==> config.mk <==
export PLATFORM = sky130hd
export DESIGN_NAME = rb_cfg_loader
export DESIGN_NICKNAME = d
export VERILOG_FILES = /design/src/rtl/rb_cfg_pkg.sv /design/src/rtl/rb_cfg_loader.sv
export SDC_FILE = /design/constraint.sdc
export NUM_CORES = 1
export LEC_CHECK = 0
export CAP_MARGIN = 15
export CORE_UTILIZATION = 40
export DETAILED_ROUTE_END_ITERATION = 8
export GPL_ROUTABILITY_DRIVEN = 0
export PLACE_DENSITY = 0.65
export SYNTH_ARGS = -nofsm -noshare
export SYNTH_HDL_FRONTEND = slang
export SYNTH_SLANG_ARGS = --single-unit
==> constraint.sdc <==
create_clock -name clk -period 2.3 [get_ports clk]
set_input_delay 0.23 -clock clk [delete_from_list [all_inputs] [get_ports clk]]
set_output_delay 0.23 -clock clk [all_outputs]
set_load 0.03 [all_outputs]
==> src/rtl/rb_cfg_pkg.sv <==
// Shared definitions for the register-bank configuration loader.
package rb_cfg_pkg;

  localparam logic [1:0] OP_SINGLE = 2'b00;
  localparam logic [1:0] OP_DTC    = 2'b01;
  localparam logic [1:0] OP_BURST  = 2'b10;
  localparam logic [1:0] OP_RSVD   = 2'b11;

  // Command byte layout: [7:6] opcode, [5:3] neuron index, [2] unused, [1:0] field
  localparam int CMD_OP_MSB  = 7;
  localparam int CMD_OP_LSB  = 6;
  localparam int CMD_IDX_MSB = 5;
  localparam int CMD_IDX_LSB = 3;
  localparam int CMD_FLD_MSB = 1;
  localparam int CMD_FLD_LSB = 0;

  typedef enum logic [2:0] {
    ST_IDLE,
    ST_DATA,
    ST_SETUP,
    ST_STROBE,
    ST_HOLD
  } rb_cfg_state_t;

endpackage

==> src/rtl/rb_cfg_loader.sv <==
// Byte-stream sequencer turning command/data bytes into setup/strobe/hold
// write cycles on the neuron register bank.
//
// state  | meaning
// IDLE   | waiting for a command byte
// DATA   | waiting for the data byte of the current write
// SETUP  | select/data driven, strobes low (1 cycle)
// STROBE | write strobe high for STROBE_LEN cycles
// HOLD   | strobes low, select/data still driven (1 cycle)
module rb_cfg_loader
  import rb_cfg_pkg::*;
#(
  parameter int STROBE_LEN = 1
) (
  input  logic       clk,
  input  logic       rst,
  input  logic [7:0] s_data,
  input  logic       s_valid,
  output logic       s_ready,
  input  logic       abort,
  output logic [7:0] neuron_select,
  output logic [1:0] select,
  output logic       set_data_in,
  output logic       set_din,
  output logic [7:0] data_in,
  output logic       busy,
  output logic       done,
  output logic       err
);

  localparam logic [1:0] STROBE_LOAD = 2'(STROBE_LEN - 1);

  rb_cfg_state_t state_q, state_d;
  logic [1:0] op_q;
  logic [2:0] idx_q;
  logic [1:0] fld_q;
  logic [2:0] bcnt_q;
  logic [1:0] scnt_q;
  logic       ready_q;
  logic       accept;
  logic       write_phase_d;
  logic [2:0] nidx;

  // abort is the only input allowed to reach an output combinationally
  assign s_ready = ready_q & ~abort;
  assign accept  = s_valid & s_ready;
  assign nidx    = (op_q == OP_BURST) ? bcnt_q : idx_q;
  assign write_phase_d = (state_d == ST_SETUP) || (state_d == ST_STROBE) ||
                         (state_d == ST_HOLD);

  // Next-state decode; abort overrides every transition
  always_comb begin
    state_d = state_q;
    case (state_q)
      ST_IDLE:
        if (accept && (s_data[CMD_OP_MSB:CMD_OP_LSB] != OP_RSVD)) state_d = ST_DATA;
      ST_DATA:
        if (accept) state_d = ST_SETUP;
      ST_SETUP:
        state_d = ST_STROBE;
      ST_STROBE:
        if (scnt_q == 2'd0) state_d = ST_HOLD;
      ST_HOLD:
        if ((op_q == OP_BURST) && (bcnt_q != 3'd7)) state_d = ST_DATA;
        else                                          state_d = ST_IDLE;
      default:
        state_d = ST_IDLE;
    endcase
    if (abort) state_d = ST_IDLE;
  end

  // State, command latches and the strobe/burst counters
  always_ff @(posedge clk or negedge rst) begin
    if (!rst) begin
      state_q <= ST_IDLE;
      op_q    <= OP_SINGLE;
      idx_q   <= 3'd0;
      fld_q   <= 2'd0;
      bcnt_q  <= 3'd0;
      scnt_q  <= 2'd0;
    end else begin
      state_q <= state_d;
      if ((state_q == ST_IDLE) && accept) begin
        op_q   <= s_data[CMD_OP_MSB:CMD_OP_LSB];
        idx_q  <= s_data[CMD_IDX_MSB:CMD_IDX_LSB];
        fld_q  <= s_data[CMD_FLD_MSB:CMD_FLD_LSB];
        bcnt_q <= 3'd0;
      end
      if (abort) begin
        bcnt_q <= 3'd0;
      end else if ((state_q == ST_HOLD) && (state_d == ST_DATA)) begin
        bcnt_q <= bcnt_q + 3'd1;
      end
      if (state_q == ST_SETUP)       scnt_q <= STROBE_LOAD;
      else if (state_q == ST_STROBE) scnt_q <= scnt_q - 2'd1;
    end
  end

  // Registered bank-side outputs, derived from the state being entered
  always_ff @(posedge clk or negedge rst) begin
    if (!rst) begin
      ready_q       <= 1'b0;
      neuron_select <= 8'd0;
      select        <= 2'd0;
      set_data_in   <= 1'b0;
      set_din       <= 1'b0;
      data_in       <= 8'd0;
      busy          <= 1'b0;
      done          <= 1'b0;
      err           <= 1'b0;
    end else begin
      ready_q       <= (state_d == ST_IDLE) || (state_d == ST_DATA);
      neuron_select <= (write_phase_d && (op_q != OP_DTC)) ? (8'b1 << nidx) : 8'd0;
      if ((state_q == ST_DATA) && (state_d == ST_SETUP)) select <= fld_q;
      set_data_in   <= (state_d == ST_STROBE) && (op_q != OP_DTC);
      set_din       <= (state_d == ST_STROBE) && (op_q == OP_DTC);
      if ((state_q == ST_DATA) && accept) data_in <= s_data;
      busy          <= state_d != ST_IDLE;
      done          <= (state_q == ST_HOLD) && (state_d == ST_IDLE) && !abort;
      err           <= (state_q == ST_IDLE) && accept &&
                       (s_data[CMD_OP_MSB:CMD_OP_LSB] == OP_RSVD);
    end
  end

endmodule

==> run metrics <==
Die ar. between 0.004 and 0.005 mm²; most frequent cells in the layout 39 x dfrtp_1, 34 x clkdlybuf4s50_1, 20 x mux2_2, 9 x nor4_1, 8 x nand2_1; YS warnings 0; Switching Share 29.7%; crit path max-delay cell type dfrtp_1; sequential-to-total area share from yosys stat 58.2%; total power draw 2.00 mW; Avg Cell Area, Syn between 10 and 15 µm²; CTS buffer count 5; Die Y 66.8 µm; Comb pwr share 28.4%; endpoints failing setup 0; CP Launch Type register; HPWL after DPL between 2000 and 2500 µm; Layout area overhead 30.4%; GRT overflow 0; CTS Root Cell clkbuf_8; NetSw 0.594 mW; drt first pass iters 4; initial antenna violation count 0; floorplan core area 0.00400 mm²; synthesized net count between 100 and 150; IO buf count 35; wire per inst 13.2 µm; Initial Utilization 41.9%; setup TNS 0 ns; status finished, final reports clean; I/O pin count 36; NumNets Final about 190; setup slack at placement roughly 0.23 ns; Syn Inst Count around 130; H-tree levels 2; die width 66.8 µm; layout cells sized above 1 between 15 and 20%; largest net degree at the start of global routing 40; CP Cell Sequence nand4bb_4 > nor4b_1 > o31a_1 > mux2_2; Total GRT Usage 15.7%; # resized after CTS 0; Reg clk slew, reported paths 0.07 ns; Worst-Skew Late Latency between 0.2 and 0.3 ns; Cell Rows 23; Final Skew 0.00962 ns; WP data required approximately 2.5 ns; DR vias 1121; leakage 0.966 nW; ANT cells 0; Max VDD drop a little over 0.0007 V; Synth Flop Type dfrtp_1; CP max FO 7; TritonCTS clock tree yes; FF+latch count, synth 39; final hold vios 0; f_max 533 MHz; DRC Markers 0; Post-CTS Repair Setup Buffers 0; most common cell after layout, fill and taps aside dfrtp_1; Area after DPL 0.00207 mm²; Reg power frac a little over two fifths; DRT antenna net count 0; internal power approximately 1.4 mW; min Tclk post-route 1.88 ns; Crit. End Element register; RSZ-0062 raised after global routing false; vias in the first global route 1095; Clock power frac 28.7%; maximum buffer depth of the clock tree 2; Synth async-reset ratio 100%; Max Cap Viol 0; Synth cell types 33; number of flops mapped to enable cells by yosys 0; Setup CP Type register to register; Worst Path Arrival 2.05 ns; Post-Syn Area 0.00168 mm²; DR iter-0 viols 41; hold_buf cts 0; Slew Limit Fails 0; Worst-Margin Slew ~0.8 ns; Power Density 915 mW/mm²; Worst Setup SP state_q[1]; post-route cell area 0.00219 mm²; Routed WL 2920 µm; FF-to-FF Start state_q[1]; fin worst setup slack 0.424 ns; crit share post-route 81.6%; Crit path largest cell delay around 0.46 ns; Max-slew headroom 45.2%; Vias/cell 5.07; Num Clock Sinks 39; Hold Path Class input pin to async pin; first-pass GRT wire length 5060 µm; Fin Hold WS 0.0378 ns
==> metal layers <==
metal  vias up  global-route usage (%)  wire [µm]
met5         -                       0          0
met4         0                    3.99          9
met3         2                    5.65        178
met2        35                    25.1       1410
met1       542                    19.9       1320
li1        542                       -          -
==> cell type report <==
type	instances	area, µm²
well taps	50	62.6
repair buffers	36	353
clock buffers	6	82.6
fillers	339	1810
clock inverters	2	35.0
multi-input cells	82	656
flip-flops and latches	39	976
inverters	6	22.5
==> power by group through the flow <==
| stage | combinational, mW | clock (mW) | sequential [mW] |
|---|---|---|---|
| global placement | 0.562 | 0 | 0.866 |
| floorplan | 0.201 | 0 | 1.01 |
| detailed placement | 0.572 | 0 | 0.872 |
| global route | 0.607 | 0.618 | 0.879 |
| finish | 0.568 | 0.573 | 0.860 |
| CTS | 0.575 | 0.587 | 0.861 |
==> worst paths after layout <==
check	endpoint	slack, ns	cells after the start
worst max-delay path	bcnt_q[2]	0.42	4
min in group clk	scnt_q[1]	0.48	2
worst min-delay path	data_in[5]	0.04	1
worst max register to register	bcnt_q[2]	0.42	4
worst min register to register	scnt_q[1]	0.48	2
max in group asynchronous	neuron_select[3]	1.74	1
==> registers in the layout, summed over array words and instances (netlist names) <==
name,flops
bcnt_q,3
busy,1
data_in,8
done,1
err,1
fld_q,2
idx_q,3
neuron_select,8
op_q,2
ready_q,1
scnt_q,2
select,2
set_data_in,1
set_din,1
state_q,3
==> Yosys cell counts (2+ instances only) <==
library cell / count / area [µm²]
dfrtp_1: 39 / 976
mux2_2: 20 / 225
nor4_1: 9 / 56.3
nand2_1: 8 / 30.0
inv_1: 6 / 22.5
a31oi_1: 4 / 25.0
nand2b_1: 4 / 25.0
nor2_1: 4 / 15.0
nor3_1: 4 / 20.0
ha_1: 3 / 37.5
nor3b_1: 3 / 22.5
and2_1: 2 / 12.5
and3b_1: 2 / 17.5
mux2i_1: 2 / 20.0
nor2b_1: 2 / 12.5
o21ai_0: 2 / 10.0
==> through the flow <==
stage,instances,util (%)
2_1_floorplan,131,-
3_3_place_gp,213,51.7
3_5_place_dp,213,51.7
4_1_cts,221,54.7
5_1_grt,221,54.7
6_report,221,54.7
==> cell families after synthesis <==
| group | after synthesis | share of synthesized area [%] |
|---|---|---|
| and+or+nand+nor | 45 | 17.3 |
| DFF | 39 | 58.2 |
| muxes | 22 | 14.6 |
| AOI/OAI and AO/OA | 12 | 4.92 |
| buffers and inverters | 10 | 2.76 |
| adders and majority gates | 3 | 2.24 |
==> critical path, delay by kind of cell, from the launching register on <==
family | cells | cell delay, ns
AO/OA/AOI/OAI | 1 | 0.27
flip-flops | 1 | 0.46
multiplexers | 1 | 0.35
AND/OR/NAND/NOR | 2 | 0.69
No activity file was read; power rests on OpenSTA's default activity.
